$ cat config.mk
export PLATFORM = sky130hd
export DESIGN_NAME = irq_ctrl
export DESIGN_NICKNAME = d
export VERILOG_FILES = /design/src/rtl/irq_ctrl_pkg.sv /design/src/rtl/irq_sync_chain.sv /design/src/rtl/irq_ctrl.sv
export SDC_FILE = /design/constraint.sdc
export NUM_CORES = 1
export LEC_CHECK = 0
export ABC_AREA = 1
export CORE_MARGIN = 3
export CORE_UTILIZATION = 45
export DETAILED_ROUTE_END_ITERATION = 8
export PLACE_DENSITY_LB_ADDON = 0.3
export SYNTH_ARGS = -nofsm -noshare
export SYNTH_HDL_FRONTEND = slang
export SYNTH_SLANG_ARGS = --single-unit
export TNS_END_PERCENT = 30
$ cat constraint.sdc
create_clock -name clk -period 1.7 [get_ports clk]
set_input_delay 0.255 -clock clk [delete_from_list [all_inputs] [get_ports clk]]
set_output_delay 0.255 -clock clk [all_outputs]
set_load 0.01 [all_outputs]
$ cat src/rtl/irq_ctrl_pkg.sv
// irq_ctrl_pkg: register offsets, vector format and priority encoder shared by the interrupt controller
package irq_ctrl_pkg;

    localparam int MAX_SRC = 8;
    localparam int VEC_ACTIVE_BIT = 7;

    typedef enum logic [1:0] {
        REG_PEND = 2'd0,
        REG_MASK = 2'd1,
        REG_MODE = 2'd2,
        REG_VEC  = 2'd3
    } reg_e;

    // Lowest active index wins; the loop runs downward so the last hit is the lowest.
    function automatic logic [7:0] vec_encode(input logic [MAX_SRC-1:0] act);
        vec_encode = 8'h00;
        for (int i = MAX_SRC - 1; i >= 0; i--)
            if (act[i]) vec_encode = {1'b1, 4'b0000, 3'(i)};
    endfunction

endpackage

$ cat src/rtl/irq_sync_chain.sv
// irq_sync_chain: per-bit flop synchronizer resetting to ones; zero stages is a straight wire
module irq_sync_chain #(
    parameter int WIDTH  = 8,
    parameter int STAGES = 2
) (
    input  logic             clk,
    input  logic             reset,
    input  logic [WIDTH-1:0] d,
    output logic [WIDTH-1:0] q
);

    generate
        if (STAGES == 0) begin : g_bypass
            logic unused_clk_reset;
            assign unused_clk_reset = clk ^ reset;
            assign q = d;
        end else begin : g_chain
            logic [WIDTH-1:0] stage [STAGES];
            always_ff @(posedge clk) begin
                if (reset) begin
                    for (int k = 0; k < STAGES; k++) stage[k] <= '1;
                end else begin
                    stage[0] <= d;
                    for (int k = 1; k < STAGES; k++) stage[k] <= stage[k-1];
                end
            end
            assign q = stage[STAGES-1];
        end
    endgenerate

endmodule

$ cat src/rtl/irq_ctrl.sv
// irq_ctrl: maskable interrupt controller with level/edge capture and a priority vector for the 65C02 bus
module irq_ctrl
    import irq_ctrl_pkg::*;
#(
    parameter int         N_SRC       = 8,
    parameter int         SYNC_STAGES = 2,
    parameter logic [7:0] RESET_MASK  = 8'h00
) (
    input  logic             clk,
    input  logic             reset,
    input  logic             cs,
    input  logic             we,
    input  logic [1:0]       rs,
    input  logic [7:0]       din,
    output logic [7:0]       dout,
    input  logic [N_SRC-1:0] src_irq_n,
    output logic             irq
);

    localparam logic [MAX_SRC-1:0] VALID = MAX_SRC'((1 << N_SRC) - 1);

    logic [N_SRC-1:0]   s_sync;
    logic [MAX_SRC-1:0] s, s_prev, a, rise, pend, mask, mode, act, w1c, ack, pend_nxt;
    logic [7:0]         vec, rd_data;
    logic               rd, wr;

    irq_sync_chain #(.WIDTH(N_SRC), .STAGES(SYNC_STAGES)) u_sync (
        .clk   (clk),
        .reset (reset),
        .d     (src_irq_n),
        .q     (s_sync)
    );

    // Unused upper source slots look permanently deasserted.
    always_comb begin
        s = '1;
        s[N_SRC-1:0] = s_sync;
    end

    assign rd   = cs & ~we;
    assign wr   = cs & we;
    assign a    = ~s;
    assign rise = a & s_prev;
    assign act  = pend & mask;
    assign vec  = vec_encode(act);
    assign w1c  = (wr && rs == REG_PEND) ? din : '0;
    assign ack  = (rd && rs == REG_VEC && vec[VEC_ACTIVE_BIT]) ? MAX_SRC'(1) << vec[2:0] : '0;
    // Edge bits: a new edge beats any same-cycle clear; level bits just follow the input.
    assign pend_nxt = VALID & ((~mode & a) | (mode & (rise | (pend & ~(w1c | ack)))));
    assign rd_data  = rs == REG_PEND ? pend :
                      rs == REG_MASK ? mask :
                      rs == REG_MODE ? mode : vec;

    always_ff @(posedge clk) begin
        if (reset) begin
            s_prev <= '1;
            pend   <= '0;
            mask   <= RESET_MASK & VALID;
            mode   <= '0;
            dout   <= 8'h00;
            irq    <= 1'b0;
        end else begin
            s_prev <= s;
            pend   <= pend_nxt;
            irq    <= |act;
            if (wr && rs == REG_MASK) mask <= din & VALID;
            if (wr && rs == REG_MODE) mode <= din & VALID;
            if (rd) dout <= rd_data;
        end
    end

endmodule
==> metrics.md <==
| Metric | Value |
|---|---|
| Antenna violations before repair | 0 |
| Root buffer cell | sky130_fd_sc_hd__clkbuf_8 |
| Max-Slew Margin vs Limit | 78.75% |
| Average routed wire per standard cell | 11.85 um |
| Critical-path cell list | nand2_1 -> nand2_1 -> nand3_1 -> a21oi_1 -> inv_1 -> nor2_1 -> nand2_1 -> nand3_1 -> o21ai_0 |
| Number of hold buffers added after CTS | 0 |
| Classification of the worst-slack hold path | flop to flop |
| Final worst slack | 206.1 ps |
| Final #Nets | 359 |
| Critical path's slowest cell | sky130_fd_sc_hd__dfxtp_1 |
| Max-cap violations | 0 |
| Final total power | 2.884 mW |
| Initial cell density of the core | 47.58% |
| Fraction of final layout cells with drive strength greater than 1 | 19.30% |
| Worst-Skew Late Latency | 330 ps |
| Distinct cell type count after synthesis | 27 |
| Cell repeated most along the worst path | sky130_fd_sc_hd__nand2_1 |
| Number of DRC markers in iteration 0 | 146 |
| # clock sinks | 57 |
| Pwr Density | 985.6 mW/mm2 |
| Row Count | 25 |
| Number of vias per cell | 4.802 |
| Inserted Clock Buffers | 9 |
| Boundary Pins | 31 |
| Number of enable flip-flop cells after synthesis | 0 |
| Total global routing overflow | 0 |
| Count of TritonRoute iterations in the first routing pass | 4 |
| Remaining DRCs | 0 |
| Leakage component of the power | 1.173 nW |
| Number of standard cells after synthesis | 292 |
| Critical Path Source Type | flop |
| Worst slack after detailed placement | 12.07 ps |
| Number of gates resized after CTS | 0 |
| Cell Area, Synth | 0.002292 mm2 |
| Synth Register Bits | 57 |
| # Post-CTS Setup Buffers | 0 |
| Final number of setup-violating endpoints | 0 |
| Summed negative setup slack over all endpoints | 0 ps |
| Final-report hold violation count | 0 |
| Layout Cells excl Fill | 409 |
| Final wirelength | 4846 um |
| DIE AREA | 0.005986 mm2 |
| RSZ-0062 raised after global routing | no |
| Buffers & Inverters on Critical Path | 1 |
| Net Count, Synth | 314 |
| Maximum VDD drop | 752.4 uV |
| Clk_skew | 7.774 ps |
| Ys Warns | 0 |
| Die height | 77.37 um |
| Share of the yosys chip area belonging to registers | 49.78% |
| Ys flop type | sky130_fd_sc_hd__dfxtp_1 |
| Routed via count | 1964 |
| First-pass GRT wire length | 8300 um |
| Worst slew pin tran | 317.9 ps |
| Via count of the first global-routing pass | 1811 |
| Required time of the critical path | 1910 ps |
| Pin count of the biggest net entering global routing | 29 |
| Maximum buffer depth of the clock tree | 2 |
| Inst Count DP | 393 |
| Overall global routing resource usage | 18.00% |
| Largest fanout on the critical path | 4 |
| Reg2Reg Setup Slack | 210 ps |
| Period minus WS final | 1494 ps |
| Die W | 77.37 um |
| Number of diodes | 0 |
| Setup CP Type | flop to flop |
| FFs w/ async S/R, synth | 0% |
| Synthesis-to-finish area growth | 27.67% |
| Maximum cell stage delay along the critical path | 370 ps |
| Post-detailed-route count of antenna-violating nets | 0 |
| Count of H-tree levels built during CTS | 3 |
| Data arrival, critical path | 1700 ps |
| Highest Clock Rate | 0.6694 GHz |
| Footprint of the multi-input gates | 0.001002 mm2 |
| Avg Synthesized Cell Area | 7.850 um2 |
| Cell family with most CP delay | simple AND/OR/NAND/NOR gates |
| Run status | finished, final reports clean |
| Final slew viol count | 0 |
| Port buffer count | 30 |
| Area of the core | 0.004817 mm2 |
| Crit path capture type | flop |
| Clock tree from TritonCTS | built |
| GP Congestion | 0.9248 |
| Combined flip-flop and latch cell area | 0.001141 mm2 |
| HPWL after DPL | 3522 um |
| Clock-pin slew on the worst setup and hold paths | 60 ps |
| Fillers | 446 |
| Post-route fraction of the period consumed by the critical path | 87.88% |
path summary, 6_finish.rpt:
| kind | start | to | cells past startpoint |
|---|---|---|---|
| worst max-delay path | pend[7] | pend[3] | 9 |
| worst min register to register | u_sync.g_chain.stage[0][6] | u_sync.g_chain.stage[0][14] | 1 |
| worst min-delay path | u_sync.g_chain.stage[0][6] | u_sync.g_chain.stage[0][14] | 1 |
| worst max register to register | pend[7] | pend[3] | 9 |
flip-flops by register name (all words and copies together), names as in the netlist:
name / count
pend: 8
dout: 8
u_sync.g_chain.stage: 16
mask: 8
s_prev: 8
irq: 1
mode: 8
kinds of logic after synthesis:
family	after synthesis	share of synthesized area [%]
AO/OA/AOI/OAI	63	15.61
flip-flops	57	49.78
AND/OR/NAND/NOR	135	28.11
buffers and inverters	37	6.496
per-stage QoR:
step                      hold slack (ps)  utilization (%)  area, um2
after detailed placement            392.8            56.83       2738
after global routing                426.4            60.75       2927
after CTS                           407.7            60.75       2927
after global placement              391.2            56.83       2738
after floorplan                     358.8                -       2292
final                               406.0            60.75       2927
synthesized netlist by cell type (4+ instances only):
| cell type | n | area share (%) |
|---|---|---|
| sky130_fd_sc_hd__dfxtp_1 | 57 | 50 |
| sky130_fd_sc_hd__nor2_1 | 35 | 5.7 |
| sky130_fd_sc_hd__clkbuf_1 | 6 | 0.98 |
| sky130_fd_sc_hd__nand4_1 | 4 | 1.1 |
| sky130_fd_sc_hd__nand2_1 | 57 | 9.3 |
| sky130_fd_sc_hd__or2_2 | 22 | 6.0 |
| sky130_fd_sc_hd__o22ai_1 | 5 | 1.4 |
| sky130_fd_sc_hd__a21oi_1 | 17 | 3.7 |
| sky130_fd_sc_hd__nand3_1 | 6 | 1.3 |
| sky130_fd_sc_hd__o21ai_0 | 25 | 5.5 |
| sky130_fd_sc_hd__inv_1 | 21 | 3.4 |
| sky130_fd_sc_hd__inv_2 | 7 | 1.1 |
| sky130_fd_sc_hd__o21bai_1 | 4 | 1.3 |
power by group:
part | switching, mW | internal [mW] | leakage [nW]
sequential | 0.0236 | 1.39 | 0.467
clock | 0.502 | 0.713 | 0.0974
combinational | 0.125 | 0.131 | 0.608
total | 0.651 | 2.23 | 1.17
cell type report:
cell class / count / area share (%)
clock inverters: 3 / 1.368
repair buffers: 41 / 13.51
multi-input cells: 198 / 34.25
clock buffers: 13 / 5.088
inverters: 30 / 3.933
flip-flops and latches: 57 / 38.99
well taps: 67 / 2.864
layout by cell type, fill, tap and decap left out, types with 2 or more instances in the layout:
cell type,instances
sky130_fd_sc_hd__nand2_1,57
sky130_fd_sc_hd__dfxtp_1,57
sky130_fd_sc_hd__nor2_1,35
sky130_fd_sc_hd__clkdlybuf4s50_1,30
sky130_fd_sc_hd__o21ai_0,25
sky130_fd_sc_hd__or2_2,22
sky130_fd_sc_hd__inv_1,21
sky130_fd_sc_hd__a21oi_1,17
sky130_fd_sc_hd__clkbuf_8,10
sky130_fd_sc_hd__buf_4,10
sky130_fd_sc_hd__inv_2,7
sky130_fd_sc_hd__nand3_1,6
sky130_fd_sc_hd__o22ai_1,5
sky130_fd_sc_hd__nand4_1,4
sky130_fd_sc_hd__o21bai_1,4
sky130_fd_sc_hd__a31oi_1,3
sky130_fd_sc_hd__nor3_1,3
sky130_fd_sc_hd__nor2_2,3
sky130_fd_sc_hd__o21ai_1,3
sky130_fd_sc_hd__clkbuf_1,3
sky130_fd_sc_hd__nor2_8,2
sky130_fd_sc_hd__nor2_4,2
sky130_fd_sc_hd__o21ai_2,2
sky130_fd_sc_hd__a21oi_2,2
sky130_fd_sc_hd__clkinv_2,2
metal layers:
| metal | up-vias | GRT usage (%) | wire (um) |
|---|---|---|---|
| li1 | 1033 | - | - |
| met4 | 0 | 11.21 | 65 |
| met2 | 64 | 27.37 | 2293 |
| met5 | - | 0 | 0 |
| met1 | 859 | 21.90 | 2187 |
| met3 | 8 | 5.916 | 298 |
Power figures use the tool's default switching activity.
